**config.mk**
```make
export PLATFORM = sky130hd
export DESIGN_NAME = regbank_arbiter
export DESIGN_NICKNAME = d
export VERILOG_FILES = /design/src/rtl/regbank_arbiter_pkg.sv /design/src/rtl/regbank_arbiter_register.sv /design/src/rtl/regbank_arbiter.sv
export SDC_FILE = /design/constraint.sdc
export NUM_CORES = 1
export LEC_CHECK = 0
export CAP_MARGIN = 40
export CELL_PAD_IN_SITES_DETAIL_PLACEMENT = 1
export CELL_PAD_IN_SITES_GLOBAL_PLACEMENT = 1
export CORE_ASPECT_RATIO = 1.2
export CORE_MARGIN = 3
export CORE_UTILIZATION = 41
export CTS_CLUSTER_DIAMETER = 60
export DETAILED_ROUTE_END_ITERATION = 8
export HOLD_SLACK_MARGIN = 0.08
export PLACE_DENSITY = 0.86
export SLEW_MARGIN = 20
export SYNTH_ARGS = -nofsm -noshare
export SYNTH_HDL_FRONTEND = slang
export SYNTH_SLANG_ARGS = --single-unit
```
**constraint.sdc**
```tcl
create_clock -name clk -period 5.92 [get_ports clk]
set_clock_uncertainty 0.05 [all_clocks]
set_input_delay 0.592 -clock clk [delete_from_list [all_inputs] [get_ports clk]]
set_output_delay 0.592 -clock clk [all_outputs]
set_load 0.02 [all_outputs]
```
**src/rtl/regbank_arbiter_pkg.sv**
```systemverilog
// rtl/regbank_arbiter_pkg.sv - shared widths and arbiter state encodings for regbank_arbiter
package regbank_arbiter_pkg;
  localparam int WORD    = 32;
  localparam int CYCLE   = 10;
  localparam int WRCNT_W = 16;

  typedef enum logic [1:0] {
    ARB_IDLE = 2'd0,
    ARB_OWN0 = 2'd1,
    ARB_OWN1 = 2'd2
  } arb_state_t;
endpackage

```
**src/rtl/regbank_arbiter_register.sv**
```systemverilog
// rtl/regbank_arbiter_register.sv - single bank entry, D flip-flop word with async clear
module register #(
  parameter int W = 32
) (
  input  logic         clk,
  input  logic         reset,
  input  logic [W-1:0] d,
  output logic [W-1:0] q
);
  always_ff @(posedge clk or posedge reset) begin
    if (reset) q <= '0;
    else       q <= d;
  end
endmodule

```
**src/rtl/regbank_arbiter.sv**
```systemverilog
// rtl/regbank_arbiter.sv - round-robin burst arbiter sharing a register bank between two writers
module regbank_arbiter
  import regbank_arbiter_pkg::*;
#(
  parameter int ADDR_W  = 2,
  parameter int TIMEOUT = 8
) (
  input  logic               clk,
  input  logic               reset,
  input  logic               req0_valid,
  input  logic [ADDR_W-1:0]  req0_addr,
  input  logic [WORD-1:0]    req0_data,
  input  logic               req0_last,
  output logic               req0_ready,
  input  logic               req1_valid,
  input  logic [ADDR_W-1:0]  req1_addr,
  input  logic [WORD-1:0]    req1_data,
  input  logic               req1_last,
  output logic               req1_ready,
  input  logic [ADDR_W-1:0]  rd_addr,
  output logic [WORD-1:0]    rd_data,
  output logic               busy,
  output logic               owner,
  output logic [WRCNT_W-1:0] wr_count
);
  localparam int NUM_REGS = 2 ** ADDR_W;
  localparam int WD_W     = $clog2(TIMEOUT + 1);

  arb_state_t        state_q, state_d;
  logic              rr_q, rr_d;
  logic              owner_q, owner_d;
  logic [WD_W-1:0]   wd_q, wd_d, wd_inc;
  logic              accept;
  logic              cur_valid, cur_last;
  logic [ADDR_W-1:0] waddr;
  logic [WORD-1:0]   wdata;
  logic [WORD-1:0]   q [NUM_REGS];

  // Owner-side beat fields; only meaningful while in an OWN state.
  assign cur_valid = (state_q == ARB_OWN1) ? req1_valid : req0_valid;
  assign cur_last  = (state_q == ARB_OWN1) ? req1_last  : req0_last;
  assign waddr     = (state_q == ARB_OWN1) ? req1_addr  : req0_addr;
  assign wdata     = (state_q == ARB_OWN1) ? req1_data  : req0_data;
  assign wd_inc    = wd_q + WD_W'(1);

  always_ff @(posedge clk or posedge reset) begin
    if (reset) begin
      state_q  <= ARB_IDLE;
      rr_q     <= 1'b0;
      owner_q  <= 1'b0;
      wd_q     <= '0;
      wr_count <= '0;
    end else begin
      state_q <= state_d;
      rr_q    <= rr_d;
      owner_q <= owner_d;
      wd_q    <= wd_d;
      if (accept) wr_count <= wr_count + WRCNT_W'(1);
    end
  end

  always_comb begin
    state_d = state_q;
    rr_d    = rr_q;
    owner_d = owner_q;
    wd_d    = wd_q;
    accept  = 1'b0;
    case (state_q)
      ARB_IDLE: begin
        wd_d = '0;
        if (req0_valid && (!req1_valid || !rr_q)) begin
          state_d = ARB_OWN0;
          owner_d = 1'b0;
        end else if (req1_valid) begin
          state_d = ARB_OWN1;
          owner_d = 1'b1;
        end
      end
      ARB_OWN0, ARB_OWN1: begin
        if (cur_valid) begin
          accept = 1'b1;
          wd_d   = '0;
          if (cur_last) begin
            state_d = ARB_IDLE;
            rr_d    = ~owner_q;
          end
        end else if (wd_inc == WD_W'(TIMEOUT)) begin
          // Stalled owner: reclaim the bank, keep beats already written.
          state_d = ARB_IDLE;
          rr_d    = ~owner_q;
          wd_d    = '0;
        end else begin
          wd_d = wd_inc;
        end
      end
      default: state_d = ARB_IDLE;
    endcase
  end

  assign req0_ready = (state_q == ARB_OWN0);
  assign req1_ready = (state_q == ARB_OWN1);
  assign busy       = (state_q != ARB_IDLE);
  assign owner      = owner_q;

  for (genvar i = 0; i < NUM_REGS; i++) begin : g_bank
    logic we;
    logic [WORD-1:0] d;
    assign we = accept && (waddr == ADDR_W'(i));
    assign d  = we ? wdata : q[i];
    register #(.W(WORD)) u_reg (
      .clk   (clk),
      .reset (reset),
      .d     (d),
      .q     (q[i])
    );
  end

  assign rd_data = q[rd_addr];
endmodule

```
# Yosys cells after proc, flatten, opt, wreduce, memory -nomap -nowiden
# Index checks and enable logic that the tools add are counted.
# word_totals
register_bits	152
input_bits	76
output_inout_bits	52
elab_cells	65
# op_classes
n_addsub	2
order_cmp	1
eq_ne	10
mux	23
n_bitwise	2
n_reduce_logical	18
# ops
op	n
32-bit 2-to-1 mux	3
32-bit binary-select mux with 2-bit select	1
16-bit by 1-bit adder with 16-bit output (second input constant)	1
2-bit 2-to-1 mux	6
1-bit 2-to-1 mux	9
3-bit != test (second input constant)	3
4-bit 2-to-1 mux	2
4-bit one-hot mux with 2 select lines	1
2-bit nonzero test	4
2-bit == test (second input constant)	3
3-bit AND reduction	2
1-bit logical AND	5
4-bit by 1-bit adder with 4-bit output (second input constant)	1
2-bit by 1-bit == test with 1-bit output (second input constant)	2
4-bit == test (second input constant)	1
2-bit zero test	2
2-bit one-hot mux with 2 select lines	1
3-bit greater-or-equal comparator (second input constant)	1
2-bit inverter with 3-bit output	1
1-bit zero test	2
2-bit by 1-bit != test with 1-bit output (second input constant)	1
2-bit AND reduction	1
2-bit OR reduction	1
1-bit logical OR	1
1-bit inverter	1

# Logic depth before layout (Yosys ltp)
# depth
word_depth	5
depth_mapped	8
ltp_nobuf	6

# Modules after synthesis
# From an unflattened synthesis, not the netlist that was laid out.
# unflattened
hier_cells	617
hier_area_um2	6991.7
# modules_own_cells
mod	n_inst	cells_per_inst	area_per_inst_um2	seq_area_each_um2
regbank_arbiter	1	485	3773.6	600.6
register	4	33	804.5	800.8

# Worst setup path before layout
# OpenSTA, ideal clock, no wires.
# synth_timing
kind	input to output
start	in rd_addr[0]
end	out rd_data[10]
arrival_ns	1.716
t_required_ns	5.278
slack_ns	3.562
stages	3
n_path_buf	2
cell_sequence	clkbuf_1 -> buf_2 -> mux4_2
# synth_via
elab_chain_cells	4
# synth_rtl
element	line_no	source
start: declaration	regbank_arbiter.sv:20	input logic [ADDR_W-1:0] rd_addr,
2-bit inverter with 3-bit output (implied by the code)	regbank_arbiter.sv:118	assign rd_data = q[rd_addr];
32-bit binary-select mux with 2-bit select	regbank_arbiter.sv:118	
32-bit 2-to-1 mux (implied by the code) (2 in series)	regbank_arbiter.sv:118	
end: declaration	regbank_arbiter.sv:21	output logic [WORD-1:0] rd_data,
# Every way passes these cells. The select of a mux whose other input is x is not followed.

# Worst setup path after layout
# layout_timing
start	reg state_q[0]
end	out req1_ready
# layout_via
elab_chain_cells	1
# layout_rtl
element	line_no	source
start: declaration	regbank_arbiter.sv:29	arb_state_t state_q, state_d;
start signal: assignment	regbank_arbiter.sv:54	state_q <= state_d;
2-bit == test	regbank_arbiter.sv:101	assign req1_ready = (state_q == ARB_OWN1);
end: declaration	regbank_arbiter.sv:19	output logic req1_ready,
# Every way passes these cells.

==> impl_metrics.env <==
export IMPL_power_frac_comb_pct=36.2
export IMPL_synth_area_top_cells="dfrtp_1 (56%), mux4_2 (11%), o21ai_0 (9.7%), nand2_1 (7.6%), mux2i_1 (5.1%)"
export IMPL_rsz0062_at_grt="no"
export IMPL_holdWs_ns=0.388
export IMPL_overflow=0
export IMPL_routedWlPerCell_um=20.0
export IMPL_synth_most_common_cell="dfrtp_1"
export IMPL_end_kind="output pin"
export IMPL_numPortBuffers=127
export IMPL_wl_um=18900
export IMPL_yosys_warnings=0
export IMPL_die_area_sq_um=18300
export IMPL_synth_common_cells="dfrtp_1 (152), nand2_1 (139), o21ai_0 (133)"
export IMPL_path_clk_slew_ns=0.06
export IMPL_met2_length_um=10300
export IMPL_p_sw_share_pct=35.1
export IMPL_path_class="flip-flop to output pin"
export IMPL_powerDensity_nw_per_um2=494
export IMPL_dr_max_layer_used="met4"
export IMPL_clockPowerShare_pct=25.0
export IMPL_crit_chain="inv_1 -> ha_2 -> buf_4 -> clkdlybuf4s50_1"
export IMPL_hold_violations=0
export IMPL_synth_top_area_cell="dfrtp_1"
export IMPL_synth_edff_count=0
export IMPL_finalSetupViolations=0
export IMPL_max_stage_delay_ns=0.73
export IMPL_final_nets=805
export IMPL_root_buffer="clkbuf_16"
export IMPL_status="finished clean"
export IMPL_num_vias=5191
export IMPL_ctsResizeCount=0
export IMPL_syn_to_final_growth_pct=31.2
export IMPL_final_util_pct=55.2
export IMPL_drv_slew=0
export IMPL_hpwl_um=11900
export IMPL_max_cap_violations=0
export IMPL_clock_path_buffers=2
export IMPL_synthCells=604
export IMPL_ys_seq_area_share_pct=55.6
export IMPL_yosys_most_used_dff="dfrtp_1"
export IMPL_crit_fanout=26
export IMPL_avgSynthCellArea_sq_um=11.3
export IMPL_timing_slew_headroom_pct=53.5
export IMPL_dr_pass1_iters=4
export IMPL_htreeDepth=4
export IMPL_place_gp_congestion=0.801
export IMPL_drt_met1_wl_um=7370
export IMPL_synth_cell_types=37
export IMPL_startpoint_type="flip-flop"
export IMPL_io_pin_count=128
export IMPL_cts_buffers=17
export IMPL_clock_sinks=152
export IMPL_die_y_um=148
export IMPL_drc=0
export IMPL_grt_pass1_vias=5937
export IMPL_crit_required_ns=5.28
export IMPL_p_int_uw=2880
export IMPL_p_total_uw=4430
export IMPL_fmax_mhz=289
export IMPL_grt_max_degree=92
export IMPL_cts_setup_buffers=0
export IMPL_syn_area_sq_um=6840
export IMPL_tightest_slew_ns=0.698
export IMPL_fp_coreArea_sq_um=16300
export IMPL_holdBufCountCts=0
export IMPL_antenna_cells=0
export IMPL_drive_above_1_share_pct=11.7
export IMPL_sequentialPowerShare_pct=38.8
export IMPL_cts_tree="yes"
export IMPL_cpLargestDelayFamily="buffers and inverters"
export IMPL_hold_path_class="primary input to async pin"
export IMPL_grt_antenna_before_repair=0
export IMPL_avgViaCountPerCell=5.48
export IMPL_clkLatencyLatePin_ns=0.42
export IMPL_slowest_stage="clkdlybuf4s50_1"
export IMPL_leakage_uw=0.00392
export IMPL_ant_nets=0
export IMPL_rows=51
export IMPL_die_x_um=124
export IMPL_ys_ff_latch=152
export IMPL_met3_length_um=880
export IMPL_synth_top_cell_area_share_pct=55.6
export IMPL_fin_setup_tns_ns=0
export IMPL_track_usage_pct=21.8
export IMPL_grt_pass1_wl_um=30800
export IMPL_p_sw_uw=1550
export IMPL_cp_arrival_ns=2.82
export IMPL_async_flop_share_pct=100
export IMPL_drt_iter0_drc=292
export IMPL_setup_ws_ns=2.46
export IMPL_fin_crit_sh_pct=58.5
export IMPL_pre_cts_ws_ns=2.60
export IMPL_nFillCells=1728
export IMPL_critical_path_buf_inv_count=3
export IMPL_period_needed_ns=3.46
export IMPL_start_util_pct=42.0
export IMPL_synth_nets=686
export IMPL_ir_drop_mv=0.220
[state kept, by name, summed over array words and instances (netlist names)]
name / count
g_bank.u_reg.q: 128
wr_count: 16
wd_q: 4
state_q: 2
owner: 1
rr_q: 1
[layout by cell type (no fill, tap or decap), types with 2 or more instances in the layout]
| cell | count |
|---|---|
| xor2_1 | 3 |
| nand2_1 | 139 |
| dfrtp_1 | 152 |
| o211ai_4 | 4 |
| ha_1 | 5 |
| xnor2_1 | 12 |
| mux4_2 | 32 |
| mux2i_1 | 35 |
| nor2_1 | 3 |
| clkbuf_16 | 17 |
| clkinv_2 | 4 |
| mux2_2 | 3 |
| and3b_1 | 3 |
| clkbuf_8 | 4 |
| nor3_1 | 2 |
| clkdlybuf4s50_1 | 125 |
| inv_1 | 5 |
| o21ai_0 | 133 |
| buf_4 | 7 |
| nand3_1 | 5 |
| bufinv_16 | 3 |
| and3_1 | 4 |
| nand4_1 | 6 |
| a21oi_1 | 3 |
| buf_12 | 2 |
| clkbuf_1 | 2 |
| buf_2 | 2 |
| and4_1 | 2 |
[per-stage QoR]
step | area [sq um] | std cells
final | 8980 | 947
after global placement | 8300 | 913
after detailed placement | 8300 | 913
after global routing | 8980 | 947
after floorplan | 6840 | 604
after CTS | 8910 | 944
[kinds of logic after synthesis]
| kind of cell | synth area share [%] |
|---|---|
| AO/OA/AOI/OAI | 11.7 |
| AND/OR/NAND/NOR | 10.6 |
| flip-flops | 55.6 |
| XOR/XNOR | 1.92 |
| buffers and inverters | 2.67 |
| adder cells (fa/ha/maj) | 1.10 |
| multiplexers | 16.5 |
[power by group through the flow]
stage | clock (uW) | combinational [uW] | sequential, uW
4_1_cts | 1130 | 1630 | 1720
6_report | 1110 | 1610 | 1720
3_5_place_dp | 0 | 1580 | 1720
2_1_floorplan | 0 | 991 | 1650
5_1_grt | 1180 | 1780 | 1770
3_3_place_gp | 0 | 1480 | 1680
[area by class of cell]
| type | instances | area [sq um] | area share, % |
|---|---|---|---|
| clock buffers | 23 | 488 | 5.44 |
| clock inverters | 8 | 119 | 1.32 |
| inverters | 6 | 27.5 | 0.307 |
| multi-input cells | 409 | 2890 | 32.2 |
| flip-flops and latches | 152 | 3800 | 42.4 |
| well taps | 212 | 265 | 2.95 |
| repair buffers | 137 | 1380 | 15.4 |
[worst paths after layout]
check | start | to | slack, ns | depth (start not counted)
min in group clk | g_bank[2].u_reg.q[19] | g_bank[2].u_reg.q[19] | 0.43 | 2
worst max-delay path | state_q[0] | req1_ready | 2.46 | 4
worst min register to register | g_bank[2].u_reg.q[19] | g_bank[2].u_reg.q[19] | 0.43 | 2
max in group asynchronous | reset | g_bank[1].u_reg.q[25] | 4.18 | 5
worst max register to register | state_q[0] | g_bank[1].u_reg.q[24] | 2.57 | 8
worst min-delay path | reset | g_bank[0].u_reg.q[26] | 0.39 | 2
[layer usage]
metal  global-route usage (%)  vias up
met5                        0        -
li1                         -     2369
met1                     25.4     2659
met4                     7.56        0
met3                     5.43       31
met2                     38.7      132
Note: power is estimated with default switching activity, not from simulation.
==> patch (same flow settings) <==
Change the parameter `ADDR_W` from 2 to 3.
--- a/src/rtl/regbank_arbiter.sv
+++ b/src/rtl/regbank_arbiter.sv
@@ -3,5 +3,5 @@
   import regbank_arbiter_pkg::*;
 #(
-  parameter int ADDR_W  = 2,
+  parameter int ADDR_W  = 3,
   parameter int TIMEOUT = 8
 ) (
Ports: changed (resized rd_addr, req0_addr and req1_addr); port bits go from 128 to 131. The function was not compared with the original's and may differ.
==> patch against the original RTL <==
Wire length is 77% higher. Area after synthesis is 84% higher. Critical path depth is 2 higher. Worst setup slack worse by 82 ps. Sequential share of layout area is 3.3 points higher. Final area is 71% higher. Sequential cell count is 128 higher. Combinational power is 61% higher. Power is 76% higher. Non-clock buffer count is 13 higher. Critical path type is now in -> out.
==> patch: results (changes against the original RTL) <==
| Metric | Value |
|---|---|
| DP HPWL | `20.9 mm (+76%)` |
| Pre-CTS setup slack | `2330 ps (-274 ps)` |
| Post-DP Area | `0.0143 mm² (+73%)` |
| Seq pwr share | `43.1% (+4.3 points)` |
| First-pass GRT wire length | `56.0 mm (+82%)` |
| Synth area leaders | `dfrtp_1 (56%), mux4_2 (11%), o21ai_0 (9.0%), nand2_1 (7.1%), mux2_2 (3.0%)` |
| Regs by FF count | `g_bank.u_reg.q (256), wr_count (16), wd_q (4)` |
| Largest net degree at the start of global routing | `132 (+43%)` |
| Seq/Total Area, Yosys | `55.6% (about the same)` |
| Worst Tran Pin Value | `771 ps (+72.8 ps)` |
| Vias in the first global route | `10500 (+77%)` |
| Nets@finish | `1297 (+61%)` |
| Tot GR Track Use | `20.9% (-0.96 points)` |
| Crit-path max cell delay | `530 ps (-200 ps)` |
| Detailed Route WL | `33.5 mm (+77%)` |
| Flop2flop setup slack | `2950 ps (+380 ps)` |
| Synth Instances | `1107 (+83%)` |
| Leakage | `6.63 nW (+69%)` |
| Total Power | `7.79 mW (+76%)` |
| Clk pin slew, worst setup/hold paths | `70 ps` |
| Layout cells sized above 1 | `15.2% (+3.5 points)` |
| Clk buf depth | `3 (+1)` |
| Dpl cells | `1570 (+72%)` |
| Clk network pwr share | `23.6% (-1.4 points)` |
| Post-Syn Nets | `1192 (+74%)` |
| Internal cell power | `5.13 mW (+78%)` |
| Worst VDD drop | `0.229 mV (+3.8%)` |
| Outcome | `completed` |
| Synth cell types | `46 (+24%)` |
| Hold slack | `322 ps (-66.2 ps)` |
| Drt wl/cell | `20.6 µm (+3.3%)` |
| Final Wtd Congestion | `0.745 (-7.1%)` |
| Synth cell count leaders | `dfrtp_1 (280), nand2_1 (237), o21ai_0 (226)` |
| Slowest cell on the critical path | `mux4_2` |
| Maximum fanout along the worst path | `25 (-3.8%)` |
| Reg2reg end | `g_bank[7].u_reg.q[4]$_DFFE_PP0P_` |
| IO Port Bufs | `130 (+2.4%)` |
| H-tree levels | `1 (-3)` |
| Clock Latency Late Sink | `530 ps (+110 ps)` |
[patch: cell count changes after synthesis, sizes merged, moves of 7 or more]
cell / unedited run / this run
a21oi: 3 / 37
dfrtp: 152 / 280
buf: 13 / 53
o21ai: 134 / 227
mux4: 32 / 64
nor2: 3 / 35
o221ai: 0 / 7
mux2: 3 / 34
nand2: 139 / 237
[patch: logic make-up (layout without fill, tap and decap cells)]
group | after synthesis | after routing | synth area share (%)
compound gates | 283 | 283 | 12.1
xor+xnor | 15 | 15 | 1.04
fa+ha+maj | 6 | 6 | 0.595
buf+inv | 84 | 211 | 3.21
flops | 280 | 280 | 55.6
mux | 133 | 133 | 17.3
simple gates | 306 | 306 | 10.2
[patch: layer usage]
metal  share of wire [%]  vias to the layer above  global-route usage [%]
met4                 2.2                        0                    5.61
li1                    -                     4119                       -
met1                  41                     4767                    25.7
met2                  53                      157                    38.6
met3                 3.7                       54                    3.08
met5                   0                        -                       0
[patch: area by class of cell]
| type | instances | area [µm²] |
|---|---|---|
| inverters | 8 | 33.8 |
| multi-input cells | 743 | 5290 |
| fillers | 3155 | 14600 |
| well taps | 390 | 488 |
| clock inverters | 15 | 163 |
| flip-flops and latches | 280 | 7010 |
| clock buffers | 38 | 800 |
| repair buffers | 150 | 1550 |
[patch: how the worst max path moves through the flow]
stage	from	end	slack, ps
6_report	rd_addr[0]	rd_data[0]	2370
4_1_cts	rd_addr[0]	rd_data[0]	2310
3_3_place_gp	rd_addr[0]	rd_data[3]	2260
3_5_place_dp	rd_addr[0]	rd_data[8]	2330
2_1_floorplan	reset	g_bank[0].u_reg.q[0]$_DFFE_PP0P_	1570
5_1_grt	rd_addr[0]	rd_data[0]	2230
